## src/rtl/ixc_assign_fifo.sv

```systemverilog
// ----------------------------------------------------------------------------
// ixc_assign_fifo
//
// Elastic replacement for a plain bitwise assign. A WIDTH-bit word on R is
// carried to L through a DEPTH-entry circular buffer. Both sides use
// valid/ready handshakes, so the assignment can cross a boundary where the
// consumer stalls without losing data. With BYPASS=1 an empty buffer passes
// the word straight through in the same cycle.
//
// Parameters:
//   WIDTH  - data bits per word (>= 1)
//   DEPTH  - buffer entries (>= 1, need not be a power of two)
//   BYPASS - 0: registered, 1-cycle minimum latency; 1: fall-through when empty
//   CW     - width of count, derived from DEPTH; do not override
//
// Ports:
//   clk      in   rising-edge clock
//   rst      in   synchronous active-high reset
//   R        in   source word
//   r_valid  in   R is valid
//   r_ready  out  block accepts R this cycle (registered-derived only)
//   L        out  destination word (head entry, R on fall-through, else 0)
//   l_valid  out  L is valid
//   l_ready  in   consumer accepts L this cycle
//   count    out  number of entries held
//   ovf      out  sticky: r_valid seen while r_ready was low
// ----------------------------------------------------------------------------
module ixc_assign_fifo #(
    parameter int WIDTH  = 5,
    parameter int DEPTH  = 2,
    parameter int BYPASS = 0,
    parameter int CW     = $clog2(DEPTH + 1)
) (
    input  logic             clk,
    input  logic             rst,
    input  logic [WIDTH-1:0] R,
    input  logic             r_valid,
    output logic             r_ready,
    output logic [WIDTH-1:0] L,
    output logic             l_valid,
    input  logic             l_ready,
    output logic [CW-1:0]    count,
    output logic             ovf
);

    localparam int            PW       = (DEPTH > 1) ? $clog2(DEPTH) : 1;
    localparam logic [PW-1:0] LAST_IDX = PW'(DEPTH - 1);
    localparam logic [CW-1:0] FULL_CNT = CW'(DEPTH);
    localparam bit            FALL     = (BYPASS != 0);

    logic [WIDTH-1:0] mem [DEPTH];
    logic [PW-1:0]    wr_ptr;
    logic [PW-1:0]    rd_ptr;
    logic [CW-1:0]    cnt;
    logic             ovf_q;

    logic empty;
    logic push;
    logic pop;
    logic fall_through;
    logic do_write;
    logic do_read;

    // Pointers wrap explicitly at DEPTH-1 so non-power-of-two depths work.
    function automatic logic [PW-1:0] next_ptr(input logic [PW-1:0] p);
        return (p == LAST_IDX) ? '0 : p + PW'(1);
    endfunction

    // r_ready looks only at registered state, never at l_ready, so a full
    // buffer refuses a push even in a cycle where it is being drained.
    always_comb begin
        empty   = (cnt == '0);
        r_ready = !rst && (cnt != FULL_CNT);
        l_valid = !empty || (FALL && r_valid && !rst);

        if (!empty) begin
            L = mem[rd_ptr];
        end else if (FALL) begin
            L = R;
        end else begin
            L = '0;
        end

        push = r_valid && r_ready;
        pop  = l_valid && l_ready;

        // A pop while empty can only be a fall-through, and then the word is
        // consumed directly from R and never written into storage.
        fall_through = FALL && empty && push && pop;
        do_write     = push && !fall_through;
        do_read      = pop && !empty;
    end

    always_ff @(posedge clk) begin
        if (rst) begin
            wr_ptr <= '0;
            rd_ptr <= '0;
            cnt    <= '0;
            ovf_q  <= 1'b0;
            for (int i = 0; i < DEPTH; i++) begin
                mem[i] <= '0;
            end
        end else begin
            if (do_write) begin
                mem[wr_ptr] <= R;
                wr_ptr      <= next_ptr(wr_ptr);
            end
            if (do_read) begin
                rd_ptr <= next_ptr(rd_ptr);
            end
            case ({do_write, do_read})
                2'b10:   cnt <= cnt + CW'(1);
                2'b01:   cnt <= cnt - CW'(1);
                default: cnt <= cnt;
            endcase
            if (r_valid && !r_ready) begin
                ovf_q <= 1'b1;
            end
        end
    end

    assign count = cnt;
    assign ovf   = ovf_q;

endmodule
```

## config.mk

```make
export PLATFORM = sky130hd
export DESIGN_NAME = ixc_assign_fifo
export DESIGN_NICKNAME = d
export VERILOG_FILES = /design/src/rtl/ixc_assign_fifo.sv
export SDC_FILE = /design/constraint.sdc
export NUM_CORES = 1
export LEC_CHECK = 0
export CELL_PAD_IN_SITES_DETAIL_PLACEMENT = 1
export CELL_PAD_IN_SITES_GLOBAL_PLACEMENT = 1
export CORE_ASPECT_RATIO = 1.1
export CORE_MARGIN = 2
export CORE_UTILIZATION = 34
export CTS_CLUSTER_SIZE = 14
export DETAILED_ROUTE_END_ITERATION = 10
export PLACE_DENSITY_LB_ADDON = 0.3
export SLEW_MARGIN = 10
export SYNTH_ARGS = -nofsm -noshare
export SYNTH_HDL_FRONTEND = slang
export SYNTH_SLANG_ARGS = --single-unit
```

## constraint.sdc

```tcl
create_clock -name clk -period 2.09 [get_ports clk]
set_clock_uncertainty 0.15 [all_clocks]
set_input_delay 0.3135 -clock clk [delete_from_list [all_inputs] [get_ports clk]]
set_output_delay 0.3135 -clock clk [all_outputs]
set_load 0.02 [all_outputs]
```

# Word level (Yosys, flattened, before mapping)
# Memory sizes are Yosys's and may differ from the RTL's. A register that Yosys moved wholly into a read port is not among the register bits.
# Index checks and enable logic that the tools add are counted.
# op_classes
reduce_logical	11
n_shift	0
eq_ne	3
n_lt_le_gt_ge	0
add_sub_neg	4
multipliers	0
n_mux	14
n_div	0
bitwise	0
# ops
op	n
2-to-1 mux 1 bit	11
2-to-1 mux 5 bit	2
logical AND 1 bit	5
OR reduction 5 bit	1
case mux 2 bit (2 select lines)	1
logical NOT 1 bit	3
adder 1 bit (second input constant)	2
adder 2 x 1 -> 2 bit (second input constant)	1
equality test 2 x 1 -> 1 bit (second input constant)	1
equality test 2 bit (second input constant)	1
logical NOT 2 bit	1
!= test 2 bit (second input constant)	1
nonzero test 2 bit	1
subtractor 2 x 1 -> 2 bit (second input constant)	1
# totals
latchBits	0
regBits	5
output_inout_bits	10
elab_cells	37
rom_bits	0
inputBits	9
mem_bits_rw	10
mem_count	1
# mem_list
memory	words	word_bits	read_ports	rd_clocked_by_memory_dff	write_ports	line	text
mem	2	5	1	1	2	51	logic [WIDTH-1:0] mem [DEPTH];

# Depth between registers and ports, before layout
# Gate-level depths: netlist of the first run.
# depth
word_depth	8
ltp_mapped	7
mapped_depth_nobuf	6

# Least setup slack after synthesis of the first run
# No wires, ideal clock.
# synth_timing
path_type	register to register
start	register cnt[0] (netlist: count[0])
end	register cnt[1] (netlist: count[1])
period_less_slack_ps	2000
t_required_ps	1870
setup_slack_ps	90
arrival_ps	1780
path_buffers	0
path_stages_with_launch	6
setup_time_ps	70
path_cell_list	dfxtp_1 nor2b_1 or3_1 ha_1 or3_1 a21oi_1
# synth_via
elab_chain_len	6
word_cells_on_any_way	13
classes_between	add/sub: 2; eq/ne: 3; mux: 1; reduce/logical: 7
# synth_rtl
item	line	text
start, declared	54	logic [CW-1:0] cnt;
start signal, assigned	112	2'b10: cnt <= cnt + CW'(1);
start signal, assigned	113	2'b01: cnt <= cnt - CW'(1);
start signal, assigned	114	default: cnt <= cnt;
logical NOT 2 bit	72	empty = (cnt == '0);
logical NOT 1 bit	74, 91	
logical AND 1 bit	85	pop = l_valid && l_ready;
logical AND 1 bit	91	do_read = pop && !empty;
equality test 2 x 1 -> 1 bit or equality test 2 bit (tied branches)	111	case ({do_write, do_read})
case mux 2 bit (2 select lines) or nonzero test 2 bit (tied branches)	-	
# Parallel ways exist; a longest one is shown, timed or not.
# A chain may end at the register's enable or synchronous reset.

# Worst setup path in the final report of the first run
# layout_timing
start	register cnt[1] (netlist: count[1])
end	output l_valid
# layout_via
elab_chain_len	2
# layout_rtl
item	line	text
logical NOT 2 bit	72	
logical NOT 1 bit	74	l_valid = !empty || (FALL && r_valid && !rst);
end, declared	40	output logic l_valid,
# Every way passes these cells.

==> results of run 1 <==
-- flip-flops by register name, summed over array words and instances (netlist names), named ones only --
register  count
wr_ptr        1
count         2
mem          10
ovf           1
rd_ptr        1
-- final cells by class --
class / count / area [um2]
multi-input combinational: 50 / 284.0
timing repair buffer: 23 / 214.0
clock buffer: 4 / 26.28
sequential: 16 / 422.9
fill: 248 / 1006
inverter: 3 / 11.26
tap: 28 / 35.03
-- layer usage --
metal  track usage  up-vias  share of wire
li1              -      287              -
met1        0.1721      264           0.43
met2        0.2556       10           0.53
met3       0.02414        2          0.033
met4       0.08108        0         0.0066
met5             0        -              0
-- cells by family (layout without fill, tap and decap cells) --
| group | after synthesis | in the layout | share of synthesized area |
|---|---|---|---|
| compound gates | 7 | 7 | 0.05381 |
| xor+xnor | 3 | 3 | 0.03646 |
| fa+ha+maj | 1 | 1 | 0.01736 |
| buf+inv | 6 | 30 | 0.03298 |
| flops | 16 | 16 | 0.5833 |
| mux | 5 | 5 | 0.06945 |
| simple gates | 34 | 34 | 0.2066 |
-- worst reg2reg max path, cell delays in order (launching register included) --
cell	delay (ns)
sky130_fd_sc_hd__dfxtp_2	0.36
sky130_fd_sc_hd__nor2b_4	0.14
sky130_fd_sc_hd__or3_1	0.31
sky130_fd_sc_hd__ha_1	0.31
sky130_fd_sc_hd__or3_1	0.37
sky130_fd_sc_hd__a21oi_1	0.14
-- where the power goes --
part	switching (mW)	internal [mW]	leakage [nW]
Clock	0.0973	0.0741	0.0150
Combinational	0.216	0.207	0.240
Sequential	0.0515	0.402	0.156
Total	0.365	0.683	0.412
-- timing repair --
item / 4_1_cts / 5_1_grt
endpoints found under the setup margin: 6 / 2
resized for setup: 6 / 4
setup buffers: 0 / 0
-- per-stage QoR --
step	total power, mW	worst slack, ns
2_1_floorplan	0.6934	0.09002
3_3_place_gp	0.8809	-0.1102
3_5_place_dp	0.8960	-0.1647
4_1_cts	1.054	0.004679
5_1_grt	1.119	0.01248
6_report	1.048	0.1096
-- cells in the final DEF, fill, tap and decap left out, types with 2 or more instances in the layout --
cell type | Yosys | final
sky130_fd_sc_hd__dlygate4sd2_1 | 0 | 5
sky130_fd_sc_hd__xor2_1 | 2 | 2
sky130_fd_sc_hd__mux2i_1 | 5 | 5
sky130_fd_sc_hd__dfxtp_1 | 6 | 4
sky130_fd_sc_hd__nor2_1 | 21 | 21
sky130_fd_sc_hd__a21oi_1 | 3 | 3
sky130_fd_sc_hd__clkdlybuf4s50_1 | 0 | 12
sky130_fd_sc_hd__nand2b_1 | 2 | 2
sky130_fd_sc_hd__o21ai_0 | 3 | 3
sky130_fd_sc_hd__clkbuf_4 | 0 | 3
sky130_fd_sc_hd__dfxtp_2 | 0 | 2
sky130_fd_sc_hd__or3_1 | 4 | 4
sky130_fd_sc_hd__buf_4 | 0 | 5
sky130_fd_sc_hd__nand2_1 | 5 | 5
sky130_fd_sc_hd__edfxtp_1 | 10 | 10
sky130_fd_sc_hd__inv_1 | 2 | 2
-- worst paths after layout --
check	slack (ns)	cells after the start	start	end
max reg2reg	0.24	5	count[1]	count[1]
max	0.11	4	count[1]	l_valid
min reg2reg	0.34	2	ovf	ovf
min	0.34	2	ovf	ovf
==> impl_metrics.json, run 1 <==
{
  "ys_async_sr_fraction": 0,
  "cp.buffers_inverters": 3,
  "worst_ep_arrival_time_ns": 1.52,
  "tritoncts_clock_tree": "done",
  "fraction_of_final_layout_cells_with_drive_strength_greater_than_1": 0.1354,
  "die_w_um": 47.90,
  "syn_avg_cell_area_um2": 10.01,
  "detailroute.via_count": 563,
  "maxCapViolations": 0,
  "antenna_cells": 0,
  "fmax_mhz": 505.0,
  "post-dp-hpwl_um": 1189,
  "starting_density": 0.3605,
  "finish.utilization": 0.4969,
  "synth.cell_area_um2": 720.7,
  "drt_pre_antenna_iters": 3,
  "global_route_total_overflow": 0,
  "synth_flop_cell": "sky130_fd_sc_hd__edfxtp_1",
  "synth_cell_type_count": 19,
  "cts_root_buffer": "sky130_fd_sc_hd__clkbuf_4",
  "placedCellCount": 120,
  "layout-area-overhead-vs-synth_pct": 37.85,
  "number_of_antenna_violations_at_the_first_check_in_global_routing": 0,
  "postRouteAntennaNets": 0,
  "worstSetupEndpointType": "primary output",
  "worst_pin_slew_ns": 0.2901,
  "holdWs_ns": 0.3409,
  "worstPathMaxFanout": 7,
  "ys_top_cells_by_area": "sky130_fd_sc_hd__edfxtp_1 (42%), sky130_fd_sc_hd__dfxtp_1 (17%), sky130_fd_sc_hd__nor2_1 (11%)",
  "syn-instance-count": 72,
  "final_area_um2": 993.5,
  "total_leakage_power_nw": 0.4119,
  "fp-row-count": 17,
  "grt_pass1_wl_um": 2594,
  "cts_hold_buf": 0,
  "yosys_warnings": 0,
  "synth_commonest_cells": "sky130_fd_sc_hd__nor2_1 (21), sky130_fd_sc_hd__edfxtp_1 (10), sky130_fd_sc_hd__dfxtp_1 (6)",
  "die-height_um": 52.29,
  "clock_latency_ns": 0.28,
  "gp_congestion": 0.6411,
  "design.die.area_um2": 2504,
  "synth-seq-area-share": 0.5833,
  "clkTransAtPathRegs_ns": 0.09,
  "first_global_vias": 603,
  "synth_seq_cells": 16,
  "drt_drc_violations_left": 0,
  "crit_path_max_incr_delay_ns": 0.59,
  "number_of_buffers_added_by_the_clock_tree_synthesis_step": 3,
  "timing.critical_path.required_ns": 1.63,
  "synth_most_common_cell": "sky130_fd_sc_hd__nor2_1",
  "period_needed_ns": 1.980,
  "grt_start_max_net_pins": 12,
  "cellPowerDensity_nw_per_um2": 1055,
  "wire_per_inst_um": 12.27,
  "detailedRoute.firstIterationViolations": 4,
  "timing.setup.tns_ns": 0,
  "worst_setup_path_start_kind": "flip-flop",
  "mappedNetlistNets": 82,
  "post-synth-top-area-cell": "sky130_fd_sc_hd__edfxtp_1",
  "placed_cell_area_um2": 960.9,
  "synth_enable_flop_cells": 10,
  "cts-htree-levels": 1,
  "grt_setup_unrepaired": "false",
  "post_layout_nonfiller_instances": 124,
  "worstSetupPathType": "reg2out",
  "final-setup-viol-count": 0,
  "hold_class": "reg2reg",
  "fin_crit_sh": 0.9476,
  "via_per_inst": 4.540,
  "finalMaxSlewViolations": 0,
  "cp_cell_sequence": "nor2_1 > buf_4 > inv_1 > clkdlybuf4s50_1",
  "detail_route.wirelength_um": 1521,
  "cts_max_path_buffers": 2,
  "cpMaxStageDelayCell": "sky130_fd_sc_hd__clkdlybuf4s50_1",
  "final_nets": 107,
  "timing.max_slew.rel_slack": 0.8046,
  "core_area_um2": 1999,
  "port_buffers": 18,
  "outcome": "finished, final reports clean",
  "floorplan.io_pins": 19,
  "critical_path.top_delay_family": "buffers and inverters",
  "tritoncts_sinks": 16,
  "vdd_drop_max_mv": 0.6121,
  "timing_hold_violations_final": 0,
  "yosysTopAreaCellShare": 0.4167,
  "grt_use_total": 0.1504
}
Note: power is estimated with default switching activity, not from simulation.
==> run 2, diff against run 1 <==
--- a/config.mk
+++ b/config.mk
@@ -12,7 +12,9 @@
 export CORE_UTILIZATION = 34
 export CTS_CLUSTER_SIZE = 14
 export DETAILED_ROUTE_END_ITERATION = 10
+export MAX_ROUTING_LAYER = met4
 export PLACE_DENSITY_LB_ADDON = 0.3
+export SKIP_CTS_REPAIR_TIMING = 1
 export SLEW_MARGIN = 10
 export SYNTH_ARGS = -nofsm -noshare
 export SYNTH_HDL_FRONTEND = slang
==> run 2 against run 1 <==
Against the previous run:
- worst setup slack improved by 0.032 ns
- design area increased by 1.5%
- wire length did not move
- first-iteration DRC count shrank 100%
- clock-buffer cell count stayed put
- critical path depth increased by 2
- non-clock buffer count unchanged
- power fell by 0.28%
- via count decreased by 1.6%
- combinational power grew 0.9%
- sequential cell count unchanged
==> impl_metrics.json, run 2 (synthesis results as in run 1) <==
{
  "design.die.area_um2": 2504,
  "finalWorstSetupSlack_ns": 0.1421,
  "via_per_inst": 4.468,
  "timing.rr.start": "count[1]",
  "post-place-ws_ns": -0.1647,
  "fin_crit_sh": 0.9320,
  "grt_start_max_net_pins": 12,
  "timing.setup.tns_ns": 0,
  "cellPowerDensity_nw_per_um2": 1036,
  "worst_setup_path_start_kind": "input port",
  "min-delay-start": "ovf",
  "hold_class": "reg2reg",
  "worstPathMaxFanout": 3,
  "tritoncts_clock_tree": "done",
  "worstSetupEndpointType": "flip-flop",
  "setup.worst_path.start": "r_valid",
  "antenna_cells": 0,
  "die-height_um": 52.29,
  "cts_root_buffer": "sky130_fd_sc_hd__clkbuf_4",
  "power.clock.fraction": 0.161,
  "fraction_of_final_layout_cells_with_drive_strength_greater_than_1": 0.1250,
  "mostFrequentLayoutCells": "sky130_fd_sc_hd__nor2_1 (21), sky130_fd_sc_hd__clkdlybuf4s50_1 (11), sky130_fd_sc_hd__edfxtp_1 (10)",
  "core_area_um2": 1999,
  "detailroute.via_count": 554,
  "timing.max_slew.rel_slack": 0.8042,
  "comb_power_share": 0.409,
  "wire_per_inst_um": 12.27,
  "post-dp-hpwl_um": 1189,
  "cts_max_path_buffers": 2,
  "fin_total_pwr_mw": 1.045,
  "global_route_total_overflow": 0,
  "vdd_drop_max_mv": 0.6042,
  "worst_ep_arrival_time_ns": 2.01,
  "clock_latency_ns": 0.28,
  "total_leakage_power_nw": 0.4905,
  "grt_setup_unrepaired": "false",
  "power.net_switching_uw": 358.6,
  "finalMaxSlewViolations": 0,
  "fp-row-count": 17,
  "period_needed_ns": 1.948,
  "number_of_antenna_violations_at_the_first_check_in_global_routing": 0,
  "outcome": "finished, final reports clean",
  "postRouteAntennaNets": 0,
  "grt_use_total": 0.1541,
  "fmax_mhz": 513.4,
  "layout.cells.most_common": "sky130_fd_sc_hd__nor2_1",
  "die_w_um": 47.90,
  "share_of_power_burned_in_registers": 0.430,
  "port_buffers": 18,
  "starting_density": 0.3605,
  "floorplan.io_pins": 19,
  "gp_congestion": 0.6466,
  "cellInternalPower_uw": 686.4,
  "detailedRoute.firstIterationViolations": 0,
  "largest_register": "mem",
  "finish.utilization": 0.5044,
  "largest_register_ffs": 10,
  "maxCapViolations": 0,
  "power_switching_share": 0.3431,
  "first_global_vias": 600,
  "detail_route.wirelength_um": 1521,
  "drt_pre_antenna_iters": 1,
  "final-setup-viol-count": 0,
  "cts-htree-levels": 1,
  "clkTransAtPathRegs_ns": 0.09,
  "tritoncts_sinks": 16,
  "timing_hold_violations_final": 0,
  "final_nets": 107,
  "grt_pass1_wl_um": 2587,
  "worstSetupPathType": "in2reg",
  "number_of_buffers_added_by_the_clock_tree_synthesis_step": 3,
  "timing.critical_path.required_ns": 2.15,
  "drt_drc_violations_left": 0,
  "worst_pin_slew_ns": 0.2906,
  "placed_cell_area_um2": 960.9,
  "layout-area-overhead-vs-synth_pct": 39.93,
  "final_area_um2": 1008
}
## run 2: cell types whose count changed in the layout (fill, tap and decap cells not counted), sizes merged
| cell | previous run | this run |
|---|---|---|
| dlymetal6s2s | 1 | 7 |
| dlygate4sd2 | 5 | 0 |
| clkdlybuf4s50 | 12 | 11 |
## run 2: final timing paths
check	end	slack (ns)	cells after the start
max	count[1]	0.14	6
min	ovf	0.34	2
max reg2reg	count[1]	0.21	5
min reg2reg	ovf	0.34	2
## run 2: layer usage
| metal | vias to the layer above | global-route usage | part of all wire |
|---|---|---|---|
| li1 | 287 | - | - |
| met4 | 0 | 0.08108 | 0.0066 |
| met2 | 10 | 0.2556 | 0.53 |
| met3 | 2 | 0.02414 | 0.037 |
| met1 | 255 | 0.1721 | 0.43 |
| met5 | - | - | 0 |
## run 2: through the flow
| stage | cells | hold slack (ns) |
|---|---|---|
| 2_1_floorplan | 72 | 0.3225 |
| 6_report | 124 | 0.3417 |
| 3_5_place_dp | 120 | 0.3213 |
| 4_1_cts | 124 | 0.3480 |
| 3_3_place_gp | 120 | 0.3087 |
| 5_1_grt | 124 | 0.3770 |
## run 2: final cells by class
cell class	instances	area, um2
multi-input cells	50	279.0
repair buffers	23	235.2
flip-flops and latches	16	421.7
inverters	3	11.26
fillers	246	991.0
clock buffers	4	26.28
well taps	28	35.03
## run 2: critical path: stages
cell and delay (ns):
sky130_fd_sc_hd__clkdlybuf4s50_1 0.49, sky130_fd_sc_hd__inv_2 0.05, sky130_fd_sc_hd__or3_1 0.34, sky130_fd_sc_hd__ha_1 0.31, sky130_fd_sc_hd__or3_1 0.37, sky130_fd_sc_hd__a21oi_1 0.14
## run 2: power groups by stage
stage	combinational [mW]	sequential, mW	clock [mW]
detailed placement	0.439	0.457	0
floorplan	0.238	0.455	0
CTS	0.442	0.450	0.177
global route	0.473	0.460	0.186
finish	0.427	0.450	0.168
global placement	0.428	0.453	0
==> run 3, diff against run 2 <==
==> constraint.sdc (replaced) <==
create_clock -name clk -period 2 [get_ports clk]
set_clock_uncertainty 0.15 [all_clocks]
set_input_delay 0.3 -clock clk [delete_from_list [all_inputs] [get_ports clk]]
set_output_delay 0.3 -clock clk [all_outputs]
set_load 0.02 [all_outputs]
==> run 3 against run 2 <==
Against the previous run:
- critical path depth unchanged
- sequential cell count unchanged
- utilization is 0.25 points higher
- hold slack worse by 0.0085 ns
- wire length up 2.5%
- sequential power grew 5.3%
- global-route usage is 0.16 points lower
- design area increased by 0.50%
- sequential share of layout area decreased by 0.21 points
- first-iteration DRC count grew 2
- via count increased by 1.4%
- critical endpoint unchanged
- cell count rose by 0.81%
==> impl_metrics.json, run 3 (synthesis results as in run 1) <==
{
  "detail_route.wirelength_um": 1559,
  "grt_setup_unrepaired": "false",
  "largest_register_ffs": 10,
  "worst_pin_slew_ns": 0.3904,
  "worst_ep_arrival_time_ns": 1.99,
  "gp_congestion": 0.6431,
  "hold_class": "reg2reg",
  "regToRegSetupSlack_ns": 0.16,
  "grt_start_max_net_pins": 12,
  "cpMaxStageDelayCell": "sky130_fd_sc_hd__clkdlybuf4s50_1",
  "wire_per_inst_um": 12.47,
  "grt_pass1_wl_um": 2601,
  "worstSetupEndpointType": "flip-flop",
  "power.clock.fraction": 0.153,
  "crit_path_max_incr_delay_ns": 0.49,
  "outcome": "finished, final reports clean",
  "grt_use_total": 0.1525,
  "core_area_um2": 1999,
  "layout-area-overhead-vs-synth_pct": 40.62,
  "worstSetupPathType": "in2reg",
  "worst_setup_path_start_kind": "input port",
  "fp-row-count": 17,
  "timing.max_slew.rel_slack": 0.7370,
  "die_w_um": 47.90,
  "layout.cells.most_common": "sky130_fd_sc_hd__nor2_1",
  "cellPowerDensity_nw_per_um2": 1082,
  "maxCapViolations": 0,
  "finalMaxSlewViolations": 0,
  "drt_drc_violations_left": 0,
  "floorplan.io_pins": 19,
  "drt_pre_antenna_iters": 3,
  "first_global_vias": 584,
  "antenna_cells": 0,
  "vdd_drop_max_mv": 0.5204,
  "period_needed_ns": 1.927,
  "die-height_um": 52.29,
  "global_route_total_overflow": 0,
  "clock_latency_ns": 0.27,
  "power_switching_share": 0.3461,
  "fin_total_pwr_mw": 1.096,
  "timing.critical_path.required_ns": 2.06,
  "cp_cell_sequence": "clkdlybuf4s50_1 > inv_2 > or3_1 > ha_1 > or3_1 > a21oi_1",
  "holdWs_ns": 0.3333,
  "finish.utilization": 0.5069,
  "fill_cells": 243,
  "tritoncts_clock_tree": "done",
  "fmax_mhz": 519.0,
  "cellInternalPower_uw": 716.9,
  "port_buffers": 18,
  "tritoncts_sinks": 16,
  "via_per_inst": 4.496,
  "starting_density": 0.3605,
  "cts_root_buffer": "sky130_fd_sc_hd__clkbuf_4",
  "final_nets": 108,
  "worstPathMaxFanout": 3,
  "worst_path_most_repeated_cell": "sky130_fd_sc_hd__or3_1",
  "detailedRoute.firstIterationViolations": 2,
  "number_of_antenna_violations_at_the_first_check_in_global_routing": 0,
  "postRouteAntennaNets": 0,
  "detailroute.via_count": 562,
  "fraction_of_final_layout_cells_with_drive_strength_greater_than_1": 0.1237,
  "cp.buffers_inverters": 2,
  "comb_power_share": 0.415,
  "design.die.area_um2": 2504,
  "total_leakage_power_nw": 0.4962,
  "final-setup-viol-count": 0,
  "clkTransAtPathRegs_ns": 0.09,
  "cts-htree-levels": 1,
  "post-dp-hpwl_um": 1188,
  "number_of_buffers_added_by_the_clock_tree_synthesis_step": 3,
  "timing_hold_violations_final": 0,
  "largest_register": "mem",
  "mostFrequentLayoutCells": "sky130_fd_sc_hd__nor2_1 (21), sky130_fd_sc_hd__clkdlybuf4s50_1 (11), sky130_fd_sc_hd__edfxtp_1 (10)",
  "share_of_power_burned_in_registers": 0.432,
  "fin_crit_sh": 0.9633,
  "power.net_switching_uw": 379.4,
  "cts_max_path_buffers": 2,
  "critical_path.top_delay_family": "simple AND/OR/NAND/NOR gates"
}
[run 3: final timing paths]
kind | start | to | depth (start not counted)
setup reg to reg | count[1] | count[1] | 5
hold / removal | ovf | ovf | 2
setup / recovery | r_valid | count[1] | 6
hold reg to reg | ovf | ovf | 2
[run 3: power by group through the flow]
stage	Sequential [mW]	Clock, mW	Combinational, mW
6_report	0.474	0.168	0.454
5_1_grt	0.484	0.189	0.500
4_1_cts	0.474	0.173	0.472
3_5_place_dp	0.480	0	0.465
3_3_place_gp	0.475	0	0.454
2_1_floorplan	0.475	0	0.249
[run 3: stage by stage]
stage	cells	TNS, ns	instance area (um2)	worst slack, ns
floorplan	72	0	720.7	0.00001810
global placement	121	-0.2945	968.4	-0.1890
detailed placement	121	-0.3406	968.4	-0.2153
CTS	125	-0.7797	994.7	-0.1390
global route	125	0	1013	0.01393
finish	125	0	1013	0.07332
[run 3: area by class of cell]
cell class,count,area [um2],share of cell area
Sequential cell,16,421.7,0.4160
Clock buffer,3,22.52,0.02222
Timing Repair Buffer,24,242.7,0.2395
Tap cell,28,35.03,0.03457
Multi-Input combinational cell,50,276.5,0.2728
Inverter,3,11.26,0.01111
Clock inverter,1,3.754,0.003704
[run 3: per-layer routing]
metal,global-route usage,vias up,routed length (um)
met4,0.06757,0,16
met3,0.02069,2,44
met1,0.1714,259,651
met2,0.2600,10,846
li1,-,291,-
met5,-,-,0
[run 3: worst register-to-register path: stages, from the launching register on]
cell and delay, ns:
sky130_fd_sc_hd__dfxtp_2 0.36, sky130_fd_sc_hd__nor2b_1 0.15, sky130_fd_sc_hd__or3_1 0.31, sky130_fd_sc_hd__ha_1 0.31, sky130_fd_sc_hd__or3_1 0.36, sky130_fd_sc_hd__a21oi_1 0.13
